[src/rtl/hazard_pkg.sv]
// Types and constants shared by the hazard controller and the pipeline registers.
// The state encoding is fixed at 2 bits so that the illegal code 2'd3 stays visible to the default arm.
package hazard_pkg;

  typedef enum logic [1:0] {
    RUN      = 2'd0,
    MEM_WAIT = 2'd1,
    HALTED   = 2'd2
  } hz_state_t;

  localparam int         DEF_REG_W = 3;
  localparam logic [6:0] NOP_OP    = 7'b0000100;

endpackage

[src/rtl/hazard_ctrl_unit_sat_counter.sv]
// Saturating up-counter: counts cycles with inc high and sticks at all-ones instead of wrapping.
module sat_counter #(
  parameter int CNT_W = 16
) (
  input  logic             clk,
  input  logic             rst_n,
  input  logic             inc,
  output logic [CNT_W-1:0] out
);

  logic [CNT_W-1:0] r_cnt;
  logic             w_full;

  assign w_full = (r_cnt == {CNT_W{1'b1}});

  // Count register; holds once saturated.
  always_ff @(posedge clk or negedge rst_n) begin
    if (!rst_n) begin
      r_cnt <= {CNT_W{1'b0}};
    end else if (inc && !w_full) begin
      r_cnt <= r_cnt + {{(CNT_W-1){1'b0}}, 1'b1};
    end else begin
      r_cnt <= r_cnt;
    end
  end

  assign out = r_cnt;

endmodule

[src/rtl/hazard_ctrl_unit.sv]
// Stall/flush generation for the 5-stage pipe: load-use bubbles, taken-branch squashes,
// memory wait-state freezes, sticky halt, and saturating stall/flush cycle counters.
module hazard_ctrl_unit
  import hazard_pkg::*;
#(
  parameter int CNT_W = 16,
  parameter int REG_W = DEF_REG_W
) (
  input  logic             clk,
  input  logic             rst,
  input  logic [REG_W-1:0] regSelRs_D,
  input  logic [REG_W-1:0] regSelRt_D,
  input  logic             rsUsed_D,
  input  logic             rtUsed_D,
  input  logic [REG_W-1:0] writeRegSel_X,
  input  logic             writeEn_X,
  input  logic             memRead_X,
  input  logic             branchTaken_X,
  input  logic             imemStall,
  input  logic             dmemStall,
  input  logic             halt_M,
  output logic             stall_PC,
  output logic             stall_FD,
  output logic             stall_DX,
  output logic             stall_XM,
  output logic             flush_FD,
  output logic             flush_DX,
  output logic             halted,
  output logic [CNT_W-1:0] stallCount,
  output logic [CNT_W-1:0] flushCount
);

  hz_state_t r_state;
  hz_state_t w_state_nxt;
  logic      r_pend_flush;
  logic      w_pend_nxt;
  logic      r_halted;

  logic w_lu_haz;
  logic w_mem_stall;
  logic w_run_eval;
  logic w_stall_all;
  logic w_lu_stall;
  logic w_flush_fd;
  logic w_flush_dx;

  assign w_mem_stall = imemStall | dmemStall;

  assign w_lu_haz = memRead_X & writeEn_X &
                    ((rsUsed_D & (regSelRs_D == writeRegSel_X)) |
                     (rtUsed_D & (regSelRt_D == writeRegSel_X)));

  // Next-state and control decode; the MEM_WAIT exit cycle falls through to the RUN priority chain.
  always_comb begin
    w_stall_all = 1'b0;
    w_lu_stall  = 1'b0;
    w_flush_fd  = 1'b0;
    w_flush_dx  = 1'b0;
    w_run_eval  = 1'b0;
    w_state_nxt = r_state;
    w_pend_nxt  = r_pend_flush;
    if (!rst) begin
      w_flush_fd = 1'b1;
      w_flush_dx = 1'b1;
    end else begin
      case (r_state)
        RUN: begin
          w_run_eval = 1'b1;
        end
        MEM_WAIT: begin
          if (halt_M) begin
            w_stall_all = 1'b1;
            w_state_nxt = HALTED;
          end else if (w_mem_stall) begin
            w_stall_all = 1'b1;
          end else if (r_pend_flush) begin
            // Branch resolved while frozen: squash now, ahead of any new hazard.
            w_flush_fd  = 1'b1;
            w_flush_dx  = 1'b1;
            w_pend_nxt  = 1'b0;
            w_state_nxt = RUN;
          end else begin
            w_state_nxt = RUN;
            w_run_eval  = 1'b1;
          end
        end
        HALTED: begin
          w_stall_all = 1'b1;
        end
        default: begin
          w_stall_all = 1'b1;
          w_state_nxt = RUN;
        end
      endcase

      if (w_run_eval) begin
        if (halt_M) begin
          w_stall_all = 1'b1;
          w_state_nxt = HALTED;
        end else if (w_mem_stall) begin
          w_stall_all = 1'b1;
          w_state_nxt = MEM_WAIT;
          w_pend_nxt  = branchTaken_X ? 1'b1 : r_pend_flush;
        end else if (branchTaken_X) begin
          w_flush_fd = 1'b1;
          w_flush_dx = 1'b1;
        end else if (w_lu_haz) begin
          w_lu_stall = 1'b1;
          w_flush_dx = 1'b1;
        end else begin
          w_lu_stall = 1'b0;
        end
      end else begin
        w_lu_stall = w_lu_stall;
      end
    end
  end

  // Controller state, pending-flush flag and sticky halt flag.
  always_ff @(posedge clk or negedge rst) begin
    if (!rst) begin
      r_state      <= RUN;
      r_pend_flush <= 1'b0;
      r_halted     <= 1'b0;
    end else begin
      r_state      <= w_state_nxt;
      r_pend_flush <= w_pend_nxt;
      r_halted     <= r_halted | (w_state_nxt == HALTED);
    end
  end

  assign stall_PC = w_stall_all | w_lu_stall;
  assign stall_FD = w_stall_all | w_lu_stall;
  assign stall_DX = w_stall_all;
  assign stall_XM = w_stall_all;
  assign flush_FD = w_flush_fd;
  assign flush_DX = w_flush_dx;
  assign halted   = r_halted;

  sat_counter #(
    .CNT_W (CNT_W)
  ) u_stall_cnt (
    .clk   (clk),
    .rst_n (rst),
    .inc   (stall_PC),
    .out   (stallCount)
  );

  sat_counter #(
    .CNT_W (CNT_W)
  ) u_flush_cnt (
    .clk   (clk),
    .rst_n (rst),
    .inc   (flush_FD | flush_DX),
    .out   (flushCount)
  );

endmodule

[config.mk]
export PLATFORM = sky130hd
export DESIGN_NAME = hazard_ctrl_unit
export DESIGN_NICKNAME = d
export VERILOG_FILES = /design/src/rtl/hazard_pkg.sv /design/src/rtl/hazard_ctrl_unit_sat_counter.sv /design/src/rtl/hazard_ctrl_unit.sv
export SDC_FILE = /design/constraint.sdc
export NUM_CORES = 1
export LEC_CHECK = 0
export ABC_AREA = 1
export CAP_MARGIN = 10
export CORE_UTILIZATION = 35
export CTS_CLUSTER_DIAMETER = 50
export CTS_CLUSTER_SIZE = 40
export DETAILED_ROUTE_END_ITERATION = 8
export SLEW_MARGIN = 40
export SYNTH_ARGS = -nofsm -noshare
export SYNTH_HDL_FRONTEND = slang
export SYNTH_SLANG_ARGS = --single-unit
[constraint.sdc]
create_clock -name clk -period 1.7 [get_ports clk]
set_input_delay 0.17 -clock clk [delete_from_list [all_inputs] [get_ports clk]]
set_output_delay 0.17 -clock clk [all_outputs]
set_load 0.02 [all_outputs]
==> flow_metrics.env, run 1 <==
export IMPL_status="finished clean"
export IMPL_power_density_nw_per_um2=870
export IMPL_vias=2554
export IMPL_grt_max_degree=29
export IMPL_postSynthCellCount=343
export IMPL_syn_nets=364
export IMPL_cts_tree="done"
export IMPL_worstSetupStartpointType="flop"
export IMPL_grt_pass1_vias=2590
export IMPL_end_kind="output pin"
export IMPL_syn_cell_area_sq_um=2430
export IMPL_gp_congestion=0.817
export IMPL_cp_required_ns=1.53
export IMPL_ir_drop_mv=0.527
export IMPL_period_share=0.969
export IMPL_cts_sinks=36
export IMPL_die_h_um=85.4
export IMPL_n_fill_cell=655
export IMPL_htreeDepth=2
export IMPL_critPathArrivalTime_ns=1.48
export IMPL_cts_buffers=5
export IMPL_wl_per_cell_um=12.3
export IMPL_crit_type="flop to output pin"
export IMPL_crit_path_max_incr_delay_ns=0.39
export IMPL_avgViaCountPerCell=4.81
export IMPL_drt_iter0_markers=98
export IMPL_cts_buffer_depth=2
export IMPL_drc=0
export IMPL_finalCriticalPeriod_ns=1.65
export IMPL_setup_viol=0
export IMPL_grt_setup_unrepaired="true"
export IMPL_grt_pass1_wl_um=11400
export IMPL_cts_root_buf="clkbuf_8"
export IMPL_cap_violations=0
export IMPL_ys_seq_area_frac=0.370
export IMPL_crit_chain="inv_2 > nand3_4 > nand2_2 > nand2_2 > nor2_2 > nand3_2 > nand2_4 > buf_6 > buf_6"
export IMPL_rows=30
export IMPL_grt_usage=0.196
export IMPL_seq_area_sq_um=902
export IMPL_finalSetupTns_ns=0
export IMPL_ys_top_cells_by_area="dfrtp_1, nand2_1, nand3_1, xor2_1, inv_1"
export IMPL_pin_count=58
export IMPL_total_leakage_power_nw=1.79
export IMPL_yosysWarnings=0
export IMPL_hp_class="input port to flop"
export IMPL_hold_violations=0
export IMPL_pre_cts_slack_ns=-0.480
export IMPL_ys_ff_latch=36
export IMPL_yosysTopAreaCell="dfrtp_1"
export IMPL_drt_pass1_iterations=4
export IMPL_power_total_mw=3.15
export IMPL_crit_slowest_cell="dfrtp_1"
export IMPL_relSlewSlack=0.703
export IMPL_drive_gt1_frac=0.206
export IMPL_synth_top_area_share=0.370
export IMPL_ant_nets=0
export IMPL_multiInputGateArea_sq_um=1400
export IMPL_n_antenna_cell=0
export IMPL_synth_avg_cell_area_sq_um=7.09
export IMPL_clock_skew_ns=0.0111
export IMPL_grt_overflow=0
export IMPL_die_area_sq_um=7290
export IMPL_path_max_fanout=3
export IMPL_clkLatencyLatePin_ns=0.30
export IMPL_initial_core_util=0.360
export IMPL_hpwl_um=4960
export IMPL_port_buffers=57
export IMPL_syn2layout_area_growth_pct=48.7
export IMPL_path_clk_slew_ns=0.08
export IMPL_fin_nets=471
export IMPL_core_area_sq_um=6760
export IMPL_die_w_um=85.4
export IMPL_fmax_ghz=0.607
export IMPL_maxSlewViolCount=0
export IMPL_synth_cell_type_count=26
export IMPL_tightest_slew_ns=0.442
export IMPL_antenna_found_initial=0
export IMPL_totalWireLength_um=6560
export IMPL_setup_ws_ns=0.0525
report_power, final:
group          leakage, nW  internal, mW  total (mW)  switching, mW
logic                 1.25         0.563        1.19          0.626
registers            0.476         0.988        1.11          0.125
clock network       0.0645         0.518       0.848          0.330
total                 1.79          2.07        3.15           1.08
final cells by class:
cell class	count	area share
Inverter	37	0.0384
Clock buffer	7	0.0266
Tap cell	80	0.0277
Clock inverter	1	0.00830
Timing Repair Buffer	108	0.264
Sequential cell	36	0.249
Multi-Input combinational cell	262	0.386
cell usage after synthesis, drive strengths merged:
| cell type | instances |
|---|---|
| ha | 2 |
| xnor2 | 8 |
| nor2 | 30 |
| o21ai | 4 |
| nand3b | 2 |
| o22ai | 1 |
| dfrtp | 36 |
| xor2 | 18 |
| nand2 | 123 |
| buf | 8 |
| a21oi | 1 |
| o41ai | 1 |
| inv | 37 |
| nor3 | 13 |
| nand3 | 52 |
| nand4 | 6 |
| o21bai | 1 |
timing repair:
| action | CTS | global route |
|---|---|---|
| endpoints found under the hold margin | 36 | 0 |
| hold buffers | 1 | 0 |
| pin swaps | 5 | 5 |
| resized for setup | 27 | 18 |
| buffers inserted | 2 | 4 |
| setup endpoints to repair | 9 | 39 |
logic make-up (layout without fill, tap and decap cells):
kind of cell	after synthesis	count (layout)	synth area share
AND/OR/NAND/NOR	226	226	0.426
buffers and inverters	45	153	0.0807
flip-flops	36	36	0.370
XOR/XNOR	26	26	0.0936
AO/OA/AOI/OAI	8	8	0.0195
adder cells (fa/ha/maj)	2	2	0.0103
metal layers:
layer	share of wire	global-route usage
met1	0.43	0.220
met3	0.038	0.0370
met5	0	0
met2	0.52	0.372
met4	0.014	0.0606
state kept, by name, summed over array words and instances (netlist names):
register,count
halted,1
r_pend_flush,1
r_state,2
u_flush_cnt.out,16
u_stall_cnt.out,16
worst max-delay path: cells and delay by family (launching register included):
kind	cells	cell delay (ns)
AND/OR/NAND/NOR	6	0.48
flip-flops	1	0.39
buffers and inverters	3	0.30
through the flow:
step                      cells  cell area [sq um]  hold slack [ns]  utilization
after global placement      516               3370            0.176        0.499
final                       531               3620            0.240        0.536
after floorplan             343               2430           -0.126            -
after detailed placement    516               3370            0.176        0.499
after global routing        531               3620            0.265        0.536
after CTS                   527               3530            0.223        0.523
cell usage in the layout, fill, tap and decap left out, types with 2 or more instances in the layout:
cell / n
nand3_1: 47
nand2_8: 2
inv_2: 8
nand3b_1: 2
dlygate4sd2_1: 4
dfrtp_1: 35
xnor2_1: 8
buf_4: 48
buf_6: 3
nor3_2: 2
xor2_1: 18
nand3_2: 3
nand3_4: 2
dlymetal6s2s_1: 2
inv_1: 29
nor3_1: 10
clkdlybuf4s50_1: 46
o21ai_0: 4
nand4_1: 5
nand2_1: 115
clkbuf_8: 7
buf_2: 3
nand2_2: 4
nand2_4: 2
ha_1: 2
nor2_2: 3
nor2_1: 27
final timing paths:
path                                       to  cells after the start  slack (ns)         start
min in group asynchronous  u_flush_cnt.out[8]                      3        0.46           rst
max                                  stall_FD                      9        0.05  r_pend_flush
max reg2reg                u_stall_cnt.out[7]                     11        0.13  r_pend_flush
min                              r_pend_flush                      3        0.24           rst
max in group asynchronous  u_flush_cnt.out[0]                      3        0.96           rst
min reg2reg                            halted                      1        0.49        halted
Power figures use the tool's default switching activity.
==> run 2, diff against run 1 <==
--- a/config.mk
+++ b/config.mk
@@ -9,7 +9,6 @@
 export CAP_MARGIN = 10
 export CORE_UTILIZATION = 35
 export CTS_CLUSTER_DIAMETER = 50
-export CTS_CLUSTER_SIZE = 40
 export DETAILED_ROUTE_END_ITERATION = 8
 export SLEW_MARGIN = 40
 export SYNTH_ARGS = -nofsm -noshare
==> results of run 2 <==
Final layout, timing and power as in run 1 (identical DEF).
==> run 3, diff against run 2 <==
--- a/config.mk
+++ b/config.mk
@@ -5,7 +5,7 @@
 export SDC_FILE = /design/constraint.sdc
 export NUM_CORES = 1
 export LEC_CHECK = 0
-export ABC_AREA = 1
+export ABC_AREA = 0
 export CAP_MARGIN = 10
 export CORE_UTILIZATION = 35
 export CTS_CLUSTER_DIAMETER = 50
==> run 3 against run 2 <==
Net effect: the flow now finishes with violations (negative setup slack); power rose by 17%; fmax is 17% lower; final cell count is 34% lower; sequential share of layout area rose by 4.0 points; register-to-register slack worse by 0.41 ns; non-clock buffer count decreased by 7; die area decreased by 25%; largest power group unchanged; highest routed layer unchanged.
==> flow_metrics.env, run 3 <==
export IMPL_status="finished, violations left"
export IMPL_violations="negative setup slack"
export IMPL_cp_num_buf_inv=3
export IMPL_fin_cells=348
export IMPL_wl_met3_um=153
export IMPL_vias=1668
export IMPL_die_h_um=73.8
export IMPL_maxSlewViolCount=0
export IMPL_clkLatencyLatePin_ns=0.28
export IMPL_die_w_um=73.8
export IMPL_drive_gt1_frac=0.402
export IMPL_cp_top_family="simple AND/OR/NAND/NOR gates"
export IMPL_cts_buffers=5
export IMPL_antenna_found_initial=0
export IMPL_gp_congestion=0.765
export IMPL_worst_path_most_repeated_cell="buf_4"
export IMPL_power_total_mw=3.70
export IMPL_grt_pass1_vias=1612
export IMPL_grt_overflow=0
export IMPL_grt_pass1_wl_um=7470
export IMPL_ant_nets=0
export IMPL_met1_length_um=2170
export IMPL_ys_top_cells_by_area="dfrtp_1, xnor2_1, xor2_1, nand3_1, nand4_1"
export IMPL_initial_core_util=0.372
export IMPL_core_area_sq_um=4850
export IMPL_ir_drop_mv=0.891
export IMPL_finalSetupTns_ns=-6.02
export IMPL_rr_endpoint="u_stall_cnt.out[1]"
export IMPL_yosysMostFrequentCell="dfrtp_1"
export IMPL_n_fill_cell=375
export IMPL_synth_cell_type_count=28
export IMPL_clock_skew_ns=0.00253
export IMPL_hold_violations=0
export IMPL_grt_setup_unrepaired="true"
export IMPL_path_clk_slew_ns=0.07
export IMPL_tightest_slew_ns=0.684
export IMPL_yosysWarnings=0
export IMPL_drt_pass1_iterations=4
export IMPL_syn_cell_area_sq_um=1800
export IMPL_syn_nets=197
export IMPL_wl_per_cell_um=13.8
export IMPL_cts_tree="done"
export IMPL_dr_wl_met2_um=2470
export IMPL_layout_common_cells="clkdlybuf4s50_1, buf_4, dfrtp_1, xnor2_1"
export IMPL_cts_root_buf="clkbuf_8"
export IMPL_r2r_cells=8
export IMPL_power_density_nw_per_um2=1170
export IMPL_crit_slowest_cell="or4_4"
export IMPL_die_area_sq_um=5440
export IMPL_drt_iter0_markers=47
export IMPL_r2r_slack_ns=-0.28
export IMPL_relSlewSlack=0.542
export IMPL_synth_edff_count=0
export IMPL_yosys_most_used_dff="dfrtp_1"
export IMPL_port_buffers=57
export IMPL_yosysTopAreaCell="dfrtp_1"
export IMPL_synth_top_area_share=0.500
export IMPL_cap_violations=0
export IMPL_synth_common_cells="dfrtp_1, xnor2_1, nand3_1, nand2_1, nor2_1"
export IMPL_finalCriticalPeriod_ns=1.98
export IMPL_postSynthCellCount=176
export IMPL_fin_nets=301
export IMPL_synth_avg_cell_area_sq_um=10.2
export IMPL_crit_type="flop to flop"
export IMPL_htreeDepth=2
export IMPL_setup_viol=37
export IMPL_n_antenna_cell=0
export IMPL_end_kind="flop"
export IMPL_pre_cts_slack_ns=-0.633
export IMPL_hpwl_um=3350
export IMPL_grt_usage=0.181
export IMPL_drc=0
export IMPL_fmax_ghz=0.504
export IMPL_critPathArrivalTime_ns=2.15
export IMPL_crit_chain="or4_4 > nand2_2 > buf_4 > nor2_1 > nor2_2 > buf_4 > bufbuf_16 > mux2_4"
export IMPL_pin_count=58
export IMPL_setup_ws_ns=-0.284
export IMPL_rows=25
export IMPL_ys_ff_latch=36
export IMPL_synth_async_reset_ratio=1.00
export IMPL_cts_buffer_depth=2
export IMPL_cts_sinks=36
export IMPL_multiInputGateArea_sq_um=1120
export IMPL_dr_max_layer_used="met4"
export IMPL_hp_class="input port to asynchronous set/reset pin"
export IMPL_r2r_start="r_state[1]"
export IMPL_total_leakage_power_nw=1.38
export IMPL_ys_seq_area_frac=0.500
export IMPL_worstSetupStartpointType="flop"
export IMPL_period_share=1.17
export IMPL_grt_max_degree=41
export IMPL_path_max_fanout=5
export IMPL_totalWireLength_um=4800
export IMPL_cp_required_ns=1.87
export IMPL_seq_area_sq_um=916
export IMPL_syn2layout_area_growth_pct=75.4
export IMPL_avgViaCountPerCell=4.79
export IMPL_placed_cells=332
export IMPL_crit_path_max_incr_delay_ns=0.46
[run 3: what timing repair did]
item                                    in CTS  in global routing
gates resized for setup                     46                 29
cloned                                       2                  0
hold buffers                                 0                  0
pin swaps                                   24                 17
endpoints found under the setup margin      36                 37
setup buffers                                4                  5
[run 3: logic make-up (layout without fill, tap and decap cells)]
family	count (synthesis)	after routing	synth area share
fa+ha+maj	2	2	0.0139
compound gates	12	12	0.0465
xor+xnor	36	36	0.175
simple gates	78	78	0.219
mux	3	3	0.0187
flops	36	36	0.500
buf+inv	9	114	0.0278
[run 3: worst max path at each step]
stage	start	end	slack (ns)	cells after the start
2_1_floorplan	r_state[1]	u_flush_cnt.out[15]	-0.21	6
3_3_place_gp	imemStall	flush_DX	-0.62	5
3_5_place_dp	imemStall	flush_DX	-0.63	5
4_1_cts	r_state[1]	stall_FD	-0.28	5
5_1_grt	r_state[1]	u_stall_cnt.out[1]	-0.36	8
6_report	r_state[1]	u_stall_cnt.out[1]	-0.28	8
[run 3: report_power, final]
part	internal, mW	leakage [nW]	switching (mW)
Clock	0.370	0.0515	0.295
Sequential	1.08	0.428	0.166
Combinational	0.934	0.905	0.851
Total	2.39	1.38	1.31
[run 3: cell type report]
type,count,area share
multi-input combinational,131,0.355
timing repair buffer,101,0.291
sequential,36,0.290
clock buffer,8,0.0317
tap,67,0.0265
inverter,5,0.00594
[run 3: routing by layer]
| metal | vias up | track usage |
|---|---|---|
| met5 | - | 0 |
| met4 | 0 | 0.0427 |
| met3 | 2 | 0.0439 |
| met2 | 29 | 0.318 |
| met1 | 815 | 0.224 |
| li1 | 822 | - |
[run 3: stage by stage]
step	hold slack, ns	area (sq um)	util
2_1_floorplan	-0.126	1920	-
4_1_cts	0.0214	3090	0.637
5_1_grt	0.0764	3160	0.652
3_5_place_dp	0.327	2830	0.583
6_report	0.0381	3160	0.652
3_3_place_gp	0.301	2830	0.583
